<file path="src/rtl/lime_io_pkg.sv">
// Shared constants for the lime I/O port: register map, STATUS layout and
// FIFO sizing.
package lime_io_pkg;

  localparam int DATA_W             = 16;
  localparam int FIFO_DEPTH_DEFAULT = 4;
  // Count field must represent 0..16 inclusive.
  localparam int CNT_W              = 5;

  localparam logic [1:0] ADDR_DATA_IN  = 2'd0;
  localparam logic [1:0] ADDR_STATUS   = 2'd1;
  localparam logic [1:0] ADDR_DATA_OUT = 2'd2;
  localparam logic [1:0] ADDR_RSVD     = 2'd3;

  localparam int ST_NONEMPTY  = 0;
  localparam int ST_OUT_VALID = 1;
  localparam int ST_COUNT_LSB = 2;
  localparam int ST_COUNT_MSB = 6;
  localparam int ST_UNDERFLOW = 7;
  localparam int ST_OVERFLOW  = 8;

endpackage

</file>
<file path="src/rtl/lime_io_fifo.sv">
// Host-to-processor input FIFO; the head word is visible combinationally so
// a pop can be captured into the read register on the same edge.
module lime_io_fifo
  import lime_io_pkg::*;
#(
  parameter int DEPTH = FIFO_DEPTH_DEFAULT
) (
  input  logic              clk,
  input  logic              rst,
  input  logic              push,
  input  logic [DATA_W-1:0] wdata,
  input  logic              pop,
  output logic [DATA_W-1:0] head,
  output logic              full,
  output logic              empty,
  output logic [CNT_W-1:0]  count
);

  localparam int PTR_W = $clog2(DEPTH);

  logic [DATA_W-1:0] mem [DEPTH];
  logic [PTR_W-1:0]  wr_ptr;
  logic [PTR_W-1:0]  rd_ptr;
  logic              do_push;
  logic              do_pop;

  assign full    = (count == CNT_W'(DEPTH));
  assign empty   = (count == '0);
  assign do_push = push && !full;
  assign do_pop  = pop && !empty;
  assign head    = mem[rd_ptr];

  // NOTE: storage carries no reset; pointers and count alone define validity.
  always_ff @(posedge clk) begin
    if (do_push) mem[wr_ptr] <= wdata;
  end

  // Power-of-two depth lets the pointers wrap by plain overflow.
  always_ff @(posedge clk) begin
    if (rst) begin
      wr_ptr <= '0;
      rd_ptr <= '0;
      count  <= '0;
    end else begin
      if (do_push) wr_ptr <= wr_ptr + PTR_W'(1);
      if (do_pop)  rd_ptr <= rd_ptr + PTR_W'(1);
      case ({do_push, do_pop})
        2'b10:   count <= count + CNT_W'(1);
        2'b01:   count <= count - CNT_W'(1);
        default: count <= count;
      endcase
    end
  end

endmodule

</file>
<file path="src/rtl/lime_io_port.sv">
// Processor-mapped I/O port: input FIFO from the host, a single-word output
// register to the host, and a STATUS register with sticky error flags.
module lime_io_port
  import lime_io_pkg::*;
#(
  parameter int FIFO_DEPTH = FIFO_DEPTH_DEFAULT
) (
  input  logic              CLK,
  input  logic              Reset,
  input  logic [1:0]        io_addr,
  input  logic [DATA_W-1:0] io_wdata,
  input  logic              io_we,
  input  logic              io_re,
  output logic [DATA_W-1:0] io_rdata,
  input  logic [DATA_W-1:0] host_in_data,
  input  logic              host_in_valid,
  output logic              host_in_ready,
  output logic [DATA_W-1:0] main_output,
  output logic              out_valid,
  input  logic              out_ack
);

  logic              fifo_push;
  logic              fifo_pop;
  logic              fifo_full;
  logic              fifo_empty;
  logic [DATA_W-1:0] fifo_head;
  logic [CNT_W-1:0]  fifo_count;

  logic              underflow;
  logic              overflow;
  logic [DATA_W-1:0] status_word;

  logic              rd_data_in;
  logic              wr_data_out;
  logic              wr_status;
  logic              out_load;
  logic              underflow_evt;
  logic              overflow_evt;

  assign host_in_ready = !fifo_full && !Reset;
  assign fifo_push     = host_in_valid && host_in_ready;
  assign rd_data_in    = io_re && (io_addr == ADDR_DATA_IN);
  assign fifo_pop      = rd_data_in && !fifo_empty;

  assign wr_data_out   = io_we && (io_addr == ADDR_DATA_OUT);
  assign wr_status     = io_we && (io_addr == ADDR_STATUS);
  // An ack on the same edge frees the register for the new word.
  assign out_load      = wr_data_out && (!out_valid || out_ack);
  assign underflow_evt = rd_data_in && fifo_empty;
  assign overflow_evt  = wr_data_out && out_valid && !out_ack;

  lime_io_fifo #(
    .DEPTH (FIFO_DEPTH)
  ) u_fifo (
    .clk   (CLK),
    .rst   (Reset),
    .push  (fifo_push),
    .wdata (host_in_data),
    .pop   (fifo_pop),
    .head  (fifo_head),
    .full  (fifo_full),
    .empty (fifo_empty),
    .count (fifo_count)
  );

  // NOTE: every bit gets a default first so no latch is inferred.
  always_comb begin
    status_word                             = '0;
    status_word[ST_NONEMPTY]                = !fifo_empty;
    status_word[ST_OUT_VALID]               = out_valid;
    status_word[ST_COUNT_MSB:ST_COUNT_LSB]  = fifo_count;
    status_word[ST_UNDERFLOW]               = underflow;
    status_word[ST_OVERFLOW]                = overflow;
  end

  always_ff @(posedge CLK) begin
    if (Reset) begin
      io_rdata <= '0;
    end else if (io_re) begin
      case (io_addr)
        ADDR_DATA_IN: io_rdata <= fifo_empty ? '0 : fifo_head;
        ADDR_STATUS:  io_rdata <= status_word;
        default:      io_rdata <= '0;
      endcase
    end
  end

  always_ff @(posedge CLK) begin
    if (Reset) begin
      main_output <= '0;
      out_valid   <= 1'b0;
    end else if (out_load) begin
      main_output <= io_wdata;
      out_valid   <= 1'b1;
    end else if (out_ack) begin
      out_valid   <= 1'b0;
    end
  end

  // NOTE: later non-blocking assignments win, so an error on the same edge as
  // a STATUS write leaves its sticky bit set.
  always_ff @(posedge CLK) begin
    if (Reset) begin
      underflow <= 1'b0;
      overflow  <= 1'b0;
    end else begin
      if (wr_status) begin
        underflow <= 1'b0;
        overflow  <= 1'b0;
      end
      if (underflow_evt) underflow <= 1'b1;
      if (overflow_evt)  overflow  <= 1'b1;
    end
  end

endmodule

</file>
<file path="config.mk">
export PLATFORM = sky130hd
export DESIGN_NAME = lime_io_port
export DESIGN_NICKNAME = d
export VERILOG_FILES = /design/src/rtl/lime_io_pkg.sv /design/src/rtl/lime_io_fifo.sv /design/src/rtl/lime_io_port.sv
export SDC_FILE = /design/constraint.sdc
export NUM_CORES = 1
export LEC_CHECK = 0
export ABC_AREA = 1
export CELL_PAD_IN_SITES_DETAIL_PLACEMENT = 1
export CELL_PAD_IN_SITES_GLOBAL_PLACEMENT = 1
export CORE_MARGIN = 1
export CORE_UTILIZATION = 44
export CTS_CLUSTER_DIAMETER = 30
export DETAILED_ROUTE_END_ITERATION = 8
export GPL_TIMING_DRIVEN = 0
export PLACE_DENSITY_LB_ADDON = 0.1
export SLEW_MARGIN = 40
export SYNTH_ARGS = -nofsm -noshare
export SYNTH_HDL_FRONTEND = slang
export SYNTH_SLANG_ARGS = --single-unit
</file>
<file path="constraint.sdc">
create_clock -name CLK -period 3.76 [get_ports CLK]
set_clock_uncertainty 0.05 [all_clocks]
set_input_delay 0.752 -clock CLK [delete_from_list [all_inputs] [get_ports CLK]]
set_output_delay 0.752 -clock CLK [all_outputs]
set_load 0.005 [all_outputs]
</file>
==> results of run 1 <==
==> cell type report <==
class | count | area (um2)
Inverter | 29 | 111.4
Fill cell | 1120 | 4263
Clock inverter | 6 | 56.30
Tap cell | 133 | 166.4
Clock buffer | 10 | 127.6
Multi-Input combinational cell | 281 | 1423
Buffer | 19 | 118.9
Timing Repair Buffer | 71 | 710.7
Sequential cell | 110 | 2843
==> logic make-up (layout without fill, tap and decap cells) <==
logic type,Yosys count,in the layout,synth area share [%]
AO/OA/AOI/OAI,102,102,12.38
flip-flops,110,110,63.66
buffers and inverters,48,135,5.155
AND/OR/NAND/NOR,166,166,15.58
XOR/XNOR,5,5,0.9806
adder cells (fa/ha/maj),8,8,2.242
==> worst min-delay path, delay by kind of cell, from the launching register on <==
| family | cells | cell delay (ps) |
|---|---|---|
| flip-flops | 1 | 320 |
| AND/OR/NAND/NOR | 1 | 60 |
| AO/OA/AOI/OAI | 1 | 50 |
==> per-layer routing <==
| layer | part of all wire (%) | up-vias |
|---|---|---|
| met3 | 2.7 | 15 |
| met4 | 1.6 | 0 |
| met1 | 46 | 1662 |
| met2 | 50 | 55 |
| met5 | 0 | - |
| li1 | - | 1650 |
==> flip-flops by register name, indices dropped and copies added (netlist names), named ones only <==
name / cells
io_rdata: 16
main_output: 16
out_valid: 1
overflow: 1
u_fifo.count: 5
u_fifo.mem: 64
u_fifo.rd_ptr: 2
u_fifo.wr_ptr: 2
underflow: 1
==> path summary, 6_finish.rpt <==
kind,start,endpoint,slack [ps]
worst max-delay path,io_addr[1],u_fifo.count[4],820
worst min-delay path,io_rdata[15],io_rdata[15],420
worst max register to register,u_fifo.count[0],u_fifo.count[4],1270
worst min register to register,io_rdata[15],io_rdata[15],420
==> synthesized netlist by cell type <==
master	number	area [um2]
nor2_1	87	326.6
edfxtp_1	64	1922
nand2_1	60	225.2
o21ai_1	49	245.2
dfxtp_1	46	920.9
o21ai_0	25	125.1
inv_1	20	75.07
a21oi_1	10	50.05
nand3_1	10	50.05
a31oi_1	9	56.30
buf_2	8	40.04
ha_1	8	100.1
inv_2	8	30.03
a21oi_2	7	61.31
xor2_1	5	43.79
buf_4	4	30.03
clkbuf_1	4	15.01
buf_6	3	33.78
nor2_2	2	12.51
a21boi_1	1	7.510
inv_4	1	6.260
nand2_4	1	11.26
nand3_2	1	10.01
nand4_1	1	6.260
nand4_2	1	12.51
nor2_4	1	11.26
nor2_8	1	20.02
nor3_2	1	10.01
o21bai_1	1	7.510
==> stage by stage <==
stage | hold slack [ps] | cells
after CTS | 425.1 | 659
after floorplan | 393.6 | 439
after global placement | 401.2 | 643
after global routing | 449.7 | 659
after detailed placement | 410.5 | 643
final | 422.1 | 659
==> power by group through the flow <==
stage                     clock, mW  sequential, mW  combinational (mW)
after CTS                     0.694            1.35               0.315
after detailed placement          0            1.38               0.313
after global placement            0            1.38               0.294
after floorplan                   0            1.37               0.161
final                         0.679            1.35               0.310
after global routing          0.743            1.36               0.347
==> results.md, run 1 <==
- Count of endpoints failing setup in the final report: 0
- Clock network power share: 29.0%
- Unrepaired setup endpoints after global routing: no
- Global-route layer with the greatest usage: met2
- Crit path time final: 2938 ps
- Met3 usage: 3.932%
- Proportion of total power due to net switching: between 20% and 30%
- Net count after synthesis: 487
- CP most frequent cell: nand2_1
- Endpoint arrival time on the critical path: 3200 ps
- Critical path fanouts, max: 11
- Count of mapped cells out of synthesis: 439
- Proportion of power drawn by combinational gates: 13.2%
- Wire length of the first global-routing pass: between 15000 and 20000 um
- Stage delay of the slowest cell on the critical path: 510 ps
- Area growth from synthesis to final layout: 24.43%
- Max Cap Viol: 0
- Maximum clock path buffer count: 2
- Reg clk slew, reported paths: 110 ps
- Slowest stage cell, crit path: clkdlybuf4s50_1
- Util after Layout: a little under three fifths
- Setup slack at placement: 431.7 ps
- Post-DR wirelength/cell: 17.08 um
- Number of warnings reported in the yosys synthesis log: 0
- Sequential share of power: 57.8%
- WL final: 11260 um
- Layout cells sized above 1: 11.03%
- Startpoint Class: primary input
- Initial Utilization: 45.48%
- Number of antenna violations at the first check in global routing: 0
- Fraction of met2 tracks used by global routing: 39.64%
- Area of the die: 0.01056 mm2
- Number of detailed-route iterations in the first pass: 4
- Worst supply voltage drop on vdd: 0.2249 mV
- Number of slew-limit violations in the final report: 0
- Number of logic stages on the critical path including buffering: 16
- TritonCTS clock tree: done
- PwrDens: 421.6 mW/mm2
- Remaining routing DRC violations: 0
- Total routing usage reported by global routing: 23.36%
- Max frequency: approximately 0.34 GHz
- Reg2Reg Depth: 16
- Via count of the first global-routing pass: 3618
- Kind of cell adding the most delay to the critical path: simple AND/OR/NAND/NOR gates
- Crit end category: register
- Routed Antenna Nets: 0
- Worst endpoint required time: about 4000 ps
- Hold path cells: 2
- Core Region: 0.009819 mm2
- Startpoint-to-endpoint class of the critical path: primary input to register
- Number of rows created at floorplan: 36
- Cells along the critical path: clkdlybuf4s50_1 > nor3_2 > nand2_1 > inv_2 > buf_6 > ha_1 > xor2_1 > ha_1 > inv_1 > nand2_1 > nand3_1 > nand2_1 > nand2_1 > nand2_1 > nand2_1 > a21oi_1
- Combined area of all synthesized cells: ~0.0045 mm2
- Resized cells post-CTS: 0
- Synthesized area per cell: 10.17 um2
- Vias per Instance: 5.132
- Worst setup margin: 821.8 ps
- Synthesized flop and latch total: 110
- Hold Vio Cnt, Final: 0
- Commonest non-fill, non-tap cell in the layout: nor2_1
- Global Route met1 Usage: 30.56%
- Diode insertion count for antenna repair: 0
- Total via count in the routed design: 3382
- Maximum number of pins on one net before global-route repair: 21
- Detailed placement HPWL: 7916 um
- Portion of the clock cycle consumed by the worst path in the final layout: 78.14%
- Insertion delay to the later sink of the worst-skew pair: 370 ps
- Leakage power of the design: 2.030 nW
- Nets: 569
- Worst-margin pin slew: 604.1 ps
- Relative slew slack: 59.73%
- Switching power of the nets: 0.6325 mW
- Internal power consumption: around 1.7 mW
- Num CTS Buffers: 9
- Post-placement cell area: 0.005373 mm2
- Part of the Yosys area used for sequential elements: 63.66%
- Die Span X: 102.7 um
- Final global-route overflow total: 0
- Buffer type at the clock tree root: clkbuf_8
- Number of top-level design ports: 74
- Kind of path behind the tightest hold check: register to register
- Cell area after layout: 0.005557 mm2
- Routability cong.: 0.8108
- Distinct cell type count of the synthesized netlist: 29
- DRT iter0 DRCs: ~130
- Post-CTS Setup Bufs: 0
- Hold-fix buffers at CTS: 0
- Setup tns final: 0 ps
- Total buffers and inverters traversed by the critical path: 4
- Die height: about 100 um
- Count of input and output buffers: 71
- # clock sinks: 110
- Run status: completed
- Total chip power: ~2.3 mW
- Commonest cells after routing, fill and taps aside: 83 x nor2_1, 71 x clkdlybuf4s50_1, 64 x edfxtp_1
- Max H-tree Level: 3
No activity file was read; power rests on OpenSTA's default activity.
==> inputs of run 2 (changes only) <==
Settings changed: CORE_UTILIZATION 44 to 41.
Clock period 3.76 ns to 2.8 ns, I/O delays scaled along.
==> run 2 against run 1 <==
- total power increased by 37%
- largest power group unchanged
- highest routed layer unchanged
- clock power rose by 43%
- count of clock-buffer cells in the layout stayed put
==> results.md, run 2 (synthesis gave the netlist of run 1 again) <==
- Leakage power of the design: 2.043 nW (was 2.030 nW)
- Count of endpoints failing setup in the final report: 0 (unchanged)
- Via count of the first global-routing pass: 3505 (was 3618)
- Final global-route overflow total: 0 (unchanged)
- Hold WS: 409.2 ps (was 422.1 ps)
- Number of antenna violations at the first check in global routing: 0 (unchanged)
- Number of top-level design ports: 74 (unchanged)
- Max H-tree Level: 3 (unchanged)
- Reg clk slew, reported paths: 100 ps (was 110 ps)
- Post-DR wirelength/cell: 16.49 um (was 17.08 um)
- Routed Antenna Nets: 0 (unchanged)
- Cell area after layout: 0.005575 mm2 (was 0.005557 mm2)
- Worst supply voltage drop on vdd: 0.3523 mV (was 0.2249 mV)
- Crit path time final: 2592 ps
- PwrDens: 574.1 mW/mm2 (was 421.6 mW/mm2)
- Detailed placement HPWL: 7944 um (was 7916 um)
- Number of flip-flops under the largest register name: 64 (unchanged)
- Area of the die: 0.01131 mm2 (was 0.01056 mm2)
- Count of input and output buffers: 71 (unchanged)
- Vias per Instance: 5.036 (was 5.132)
- Area growth from synthesis to final layout: 24.85% (was 24.43%)
- Maximum number of pins on one net before global-route repair: 19 (was 21)
- Max frequency: 0.3858 GHz
- Initial Utilization: 42.68% (was 45.48%)
- Top reg by flops: u_fifo.mem (unchanged)
- Hold-fix buffers at CTS: 0 (unchanged)
- Buffer type at the clock tree root: clkbuf_8 (unchanged)
- Num CTS Buffers: 9 (unchanged)
- Die Span X: 106.4 um (was 102.7 um)
- Diode insertion count for antenna repair: 0 (unchanged)
- Number of slew-limit violations in the final report: 0 (unchanged)
- # clock sinks: 110 (unchanged)
- Number of rows created at floorplan: 37 (was 36)
- Crit end category: register (unchanged)
- Portion of the clock cycle consumed by the worst path in the final layout: 92.57%
- Wire length of the first global-routing pass: 17630 um (was 18280 um)
- Critical path fanouts, max: 11 (unchanged)
- Layout cells sized above 1: 11.05% (was 11.03%)
- Endpoint arrival time on the critical path: 2860 ps (was 3200 ps)
- Core Region: 0.01046 mm2 (was 0.009819 mm2)
- Footprint of the flip-flops and latches: 0.002843 mm2 (unchanged)
- Unrepaired setup endpoints after global routing: no (unchanged)
- Routability cong.: 0.8259 (was 0.8108)
- Remaining routing DRC violations: 0 (unchanged)
- Total routing usage reported by global routing: 20.74% (was 23.36%)
- Footprint of the multi-input gates: 0.001425 mm2 (was 0.001423 mm2)
- Number of detailed-route iterations in the first pass: 5 (was 4)
- TritonCTS clock tree: done (unchanged)
- Commonest non-fill, non-tap cell in the layout: nor2_1 (unchanged)
- Relative slew slack: 62.52% (was 59.73%)
- Run status: completed (unchanged)
- Largest registers: u_fifo.mem x64, io_rdata x16, main_output x16 (unchanged)
- DRT iter0 DRCs: 126 (was 129)
- Startpoint-to-endpoint class of the critical path: primary input to register (unchanged)
- WL final: 10900 um (was 11260 um)
- Worst endpoint required time: 3060 ps (was 4020 ps)
- Commonest cells after routing, fill and taps aside: 83 x nor2_1, 71 x clkdlybuf4s50_1, 64 x edfxtp_1 (unchanged)
- Post-CTS Setup Bufs: 0 (unchanged)
- Die height: 106.4 um (was 102.7 um)
- Startpoint Class: primary input (unchanged)
- Total via count in the routed design: 3329 (was 3382)
- Kind of path behind the tightest hold check: primary input to register (was register to register)
- Worst-margin pin slew: 560.8 ps (was 604.1 ps)
- Hold Vio Cnt, Final: 0 (unchanged)
- Fillers: 1204 (was 1120)
- Maximum clock path buffer count: 2 (unchanged)
- Nets: 569 (unchanged)
- Insertion delay to the later sink of the worst-skew pair: 370 ps (about the same)
- Max Cap Viol: 0 (unchanged)
- Post-placement cell area: 0.005376 mm2 (was 0.005373 mm2)
==> run 2: power breakdown <==
group	total, mW	internal [mW]	leakage, nW	switching, mW
clock network	0.971	0.424	0.0964	0.547
registers	1.82	1.78	0.957	0.0395
logic	0.415	0.182	0.990	0.233
==> run 2: metrics by stage <==
stage	setup WS (ps)	instances	setup TNS (ps)	total power [mW]	util [%]
after floorplan	468.8	439	0	2.062	-
after global placement	-242.9	646	-6725	2.249	51.10
after detailed placement	-272.2	646	-581.5	2.270	51.39
after CTS	117.1	661	0	3.234	53.26
after global routing	18.63	661	0	3.342	53.29
final	208.0	661	0	3.201	53.29
==> run 2: final cells by class <==
type,count,area share (%)
inverters,29,1.997
repair buffers,71,12.75
well taps,136,3.052
flip-flops and latches,110,50.99
multi-input cells,281,25.56
clock inverters,5,1.234
plain buffers,19,2.132
clock buffers,10,2.289
==> run 2: what timing repair did <==
item / 4_1_cts / 5_1_grt
endpoints found under the setup margin: 0 / 2
resized for setup: 0 / 1
endpoints found under the hold margin: 0 / 0
==> run 2: per-layer routing <==
metal | global-route usage, % | vias up | share of wire [%]
met3 | 4.966 | 13 | 2.6
met2 | 35.85 | 38 | 50
met4 | 5.754 | 0 | 1.7
li1 | - | 1654 | -
met1 | 25.77 | 1624 | 46
met5 | 0 | - | 0
==> run 2: critical path: stages <==
cell             delay [ps]
clkdlybuf4s50_1         500
nor3_2                  220
nand2_1                 120
inv_2                    80
buf_6                   150
ha_2                    250
xor2_1                  200
ha_1                    170
inv_1                    40
nand2_1                 100
nand3_1                 120
nand2_1                  80
nand2_1                  50
nand2_1                  50
nand2_1                  50
a21oi_1                 110
==> run 2: final timing paths <==
check,to,slack (ps),depth (start not counted),start
worst max-delay path,u_fifo.count[4],210,16,io_addr[0]
worst min-delay path,io_rdata[15],410,2,Reset
worst max register to register,u_fifo.count[4],380,16,u_fifo.count[0]
worst min register to register,io_rdata[15],420,2,io_rdata[15]
==> inputs of run 3 (changes only) <==
Settings changed: CORE_UTILIZATION 41 to 48, DONT_BUFFER_PORTS set to 1, PLACE_DENSITY set to 0.87, PLACE_DENSITY_LB_ADDON 0.1 to not set.
==> run 3 against run 2 <==
- the run now ends with design-rule violations left
- sequential share of layout area up 8.1 points
- maximum frequency is 0.70% lower
- wire length increased by 3.4%
- global-route usage is 3.5 points higher
- design area decreased by 14%
- highest routed layer unchanged
==> results.md, run 3 (synthesis gave the netlist of run 1 again) <==
- Insertion delay to the later sink of the worst-skew pair: 380 ps (was 370 ps)
- Worst endpoint required time: 3010 ps (was 3060 ps)
- Post-placement cell area: 0.004631 mm2 (was 0.005376 mm2)
- Die Span X: 98.46 um (was 106.4 um)
- Number of antenna violations at the first check in global routing: 0 (unchanged)
- Critical path fanouts, max: 8 (was 11)
- Leakage power of the design: 1.774 nW (was 2.043 nW)
- Maximum number of pins on one net before global-route repair: 20 (was 19)
- Number of rows created at floorplan: 34 (was 37)
- Num CTS Buffers: 9 (unchanged)
- Post-CTS Setup Bufs: 0 (unchanged)
- Routability cong.: 0.7776 (was 0.8259)
- Commonest cells after routing, fill and taps aside: 83 x nor2_1, 64 x edfxtp_1, 60 x nand2_1 (was 83 x nor2_1, 71 x clkdlybuf4s50_1, 64 x edfxtp_1)
- Setup tns final: 0 ps (unchanged)
- Hold endpoint: u_fifo.mem[3][13] (was io_rdata[15])
- Run status: finished, violations left (was completed)
- Internal power consumption: 2.216 mW (was 2.381 mW)
- Switching power of the nets: 0.8274 mW (was 0.8195 mW)
- Largest registers: u_fifo.mem x64, io_rdata x16, main_output x16 (unchanged)
- # clock sinks: 110 (unchanged)
- Remaining routing DRC violations: 1 (was 0)
- Reg-to-reg slack, setup: 190 ps (was 380 ps)
- Buffer type at the clock tree root: clkbuf_8 (unchanged)
- Startpoint Class: register (was primary input)
- WL final: 11280 um (was 10900 um)
- Detailed placement HPWL: 7692 um (was 7944 um)
- Relative slew slack: 60.78% (was 62.52%)
- TritonCTS clock tree: done (unchanged)
- Worst-margin pin slew: 588.3 ps (was 560.8 ps)
- DRT iter0 DRCs: 138 (was 126)
- Vias per Instance: 5.591 (was 5.036)
- Violations in the final reports: design-rule violations
- Layout cells sized above 1: 12.97% (was 11.05%)
- Cell area after layout: 0.004813 mm2 (was 0.005575 mm2)
- Nets: 498 (was 569)
- Maximum clock path buffer count: 2 (unchanged)
- Startpoint-to-endpoint class of the critical path: register to register (was primary input to register)
- Number of flip-flops under the largest register name: 64 (unchanged)
- Hold Vio Cnt, Final: 0 (unchanged)
- Count of endpoints failing setup in the final report: 0 (unchanged)
- Hold WS: 216.3 ps (was 409.2 ps)
- Hold path cells: 0 (was 2)
- Final global-route overflow total: 0 (unchanged)
- Max H-tree Level: 3 (unchanged)
- Core Region: 0.008848 mm2 (was 0.01046 mm2)
- Top reg by flops: u_fifo.mem (unchanged)
- Diode insertion count for antenna repair: 0 (unchanged)
- Placed Instances: 547 (was 646)
- Crit path time final: 2610 ps (was 2592 ps)
- Portion of the clock cycle consumed by the worst path in the final layout: 93.22% (was 92.57%)
- Worst supply voltage drop on vdd: 0.3586 mV (was 0.3523 mV)
- Sequential share of power: 60.0% (was 56.7%)
- Commonest non-fill, non-tap cell in the layout: nor2_1 (unchanged)
- Kind of path behind the tightest hold check: primary input to register (unchanged)
- Critical R2R Launch: u_fifo.count[0] (unchanged)
- Initial Utilization: 50.47% (was 42.68%)
- Fillers: 1009 (was 1204)
- Max Cap Viol: 0 (unchanged)
- Setup slack at placement: 81.47 ps (was -272.2 ps)
- Routed Antenna Nets: 0 (unchanged)
- Worst R2R End: u_fifo.count[2] (was u_fifo.count[4])
- Final cell count without fillers: 563 (was 661)
- Hold-fix buffers at CTS: 0 (unchanged)
- Reg clk slew, reported paths: 110 ps (was 100 ps)
- Total routing usage reported by global routing: 24.24% (was 20.74%)
- Number of detailed-route iterations in the first pass: 8 (was 5)
- Max frequency: 0.3831 GHz (was 0.3858 GHz)
- Area growth from synthesis to final layout: 7.789% (was 24.85%)
- Launch instance of the worst min-delay path: host_in_data[13] (was Reset)
- Die height: 98.46 um (was 106.4 um)
- Via count of the first global-routing pass: 3446 (was 3505)
- PwrDens: 632.2 mW/mm2 (was 574.1 mW/mm2)
- Number of slew-limit violations in the final report: 0 (unchanged)
- Count of input and output buffers: 0 (was 71)
- Proportion of total power due to net switching: 27.19% (was 25.60%)
- Wire length of the first global-routing pass: 17530 um (was 17630 um)
- Unrepaired setup endpoints after global routing: no (unchanged)
- Reg2Reg Depth: 13 (was 16)
- Area of the die: 0.009693 mm2 (was 0.01131 mm2)
- Proportion of power drawn by combinational gates: 10.2% (was 13.0%)
- Number of top-level design ports: 74 (unchanged)
- Post-DR wirelength/cell: 20.03 um (was 16.49 um)
- Total via count in the routed design: 3148 (was 3329)
- Resized cells post-CTS: 0 (unchanged)
- Clock network power share: 29.9% (was 30.3%)
- Crit end category: register (unchanged)
- Endpoint arrival time on the critical path: 2820 ps (was 2860 ps)
- Worst setup margin: 189.8 ps (was 208.0 ps)
[run 3: cell types whose count changed in the layout (fill, tap and decap cells not counted), sizes merged]
cell	delta
bufinv	-1
clkdlybuf4s50	-71
inv	+2
[run 3: per-stage QoR]
stage | power [mW] | util, %
after global placement | 2.135 | 51.99
final | 3.043 | 54.40
after detailed placement | 2.164 | 52.33
after global routing | 3.159 | 54.40
after CTS | 3.061 | 54.37
after floorplan | 2.062 | -
[run 3: layout make-up]
class | count | area [um2] | share of cell area, %
tap | 108 | 135.1 | 2.807
inverter | 29 | 111.4 | 2.313
multi-input combinational | 281 | 1425 | 29.61
clock buffer | 10 | 127.6 | 2.651
sequential | 110 | 2843 | 59.06
clock inverter | 6 | 52.55 | 1.092
buffer | 19 | 118.9 | 2.469
[run 3: power groups by stage]
stage	clock [mW]	sequential, mW	combinational (mW)
CTS	0.924	1.83	0.312
detailed placement	0	1.86	0.303
global placement	0	1.86	0.276
finish	0.909	1.82	0.310
floorplan	0	1.85	0.216
global route	0.984	1.83	0.344
[run 3: worst max path at each step]
stage	to	depth (start not counted)	slack, ps	start
6_report	u_fifo.count[2]	13	190	u_fifo.count[0]
3_5_place_dp	u_fifo.count[4]	17	80	io_re
5_1_grt	u_fifo.count[4]	16	60	u_fifo.count[0]
3_3_place_gp	u_fifo.mem[0][6]	6	30	Reset
2_1_floorplan	u_fifo.count[4]	17	470	io_re
4_1_cts	u_fifo.count[2]	13	100	u_fifo.count[0]
[run 3: worst max-delay path, cell delays in order (launching register included)]
cell	delay, ps
dfxtp_1	380
nor2_2	160
nand3_1	90
o21ai_1	230
inv_2	130
nand2_4	200
ha_2	290
xor2_1	210
ha_1	180
inv_1	40
nand2_1	90
xor2_1	110
o21ai_0	280
inv_1	70
[run 3: layer usage]
| layer | vias up | global-route usage, % | wire length, um |
|---|---|---|---|
| met1 | 1551 | 27.43 | 4495 |
| met3 | 26 | 5.248 | 540 |
| met2 | 68 | 43.66 | 5964 |
| li1 | 1503 | - | - |
| met5 | - | 0 | 0 |
| met4 | 0 | 11.48 | 276 |
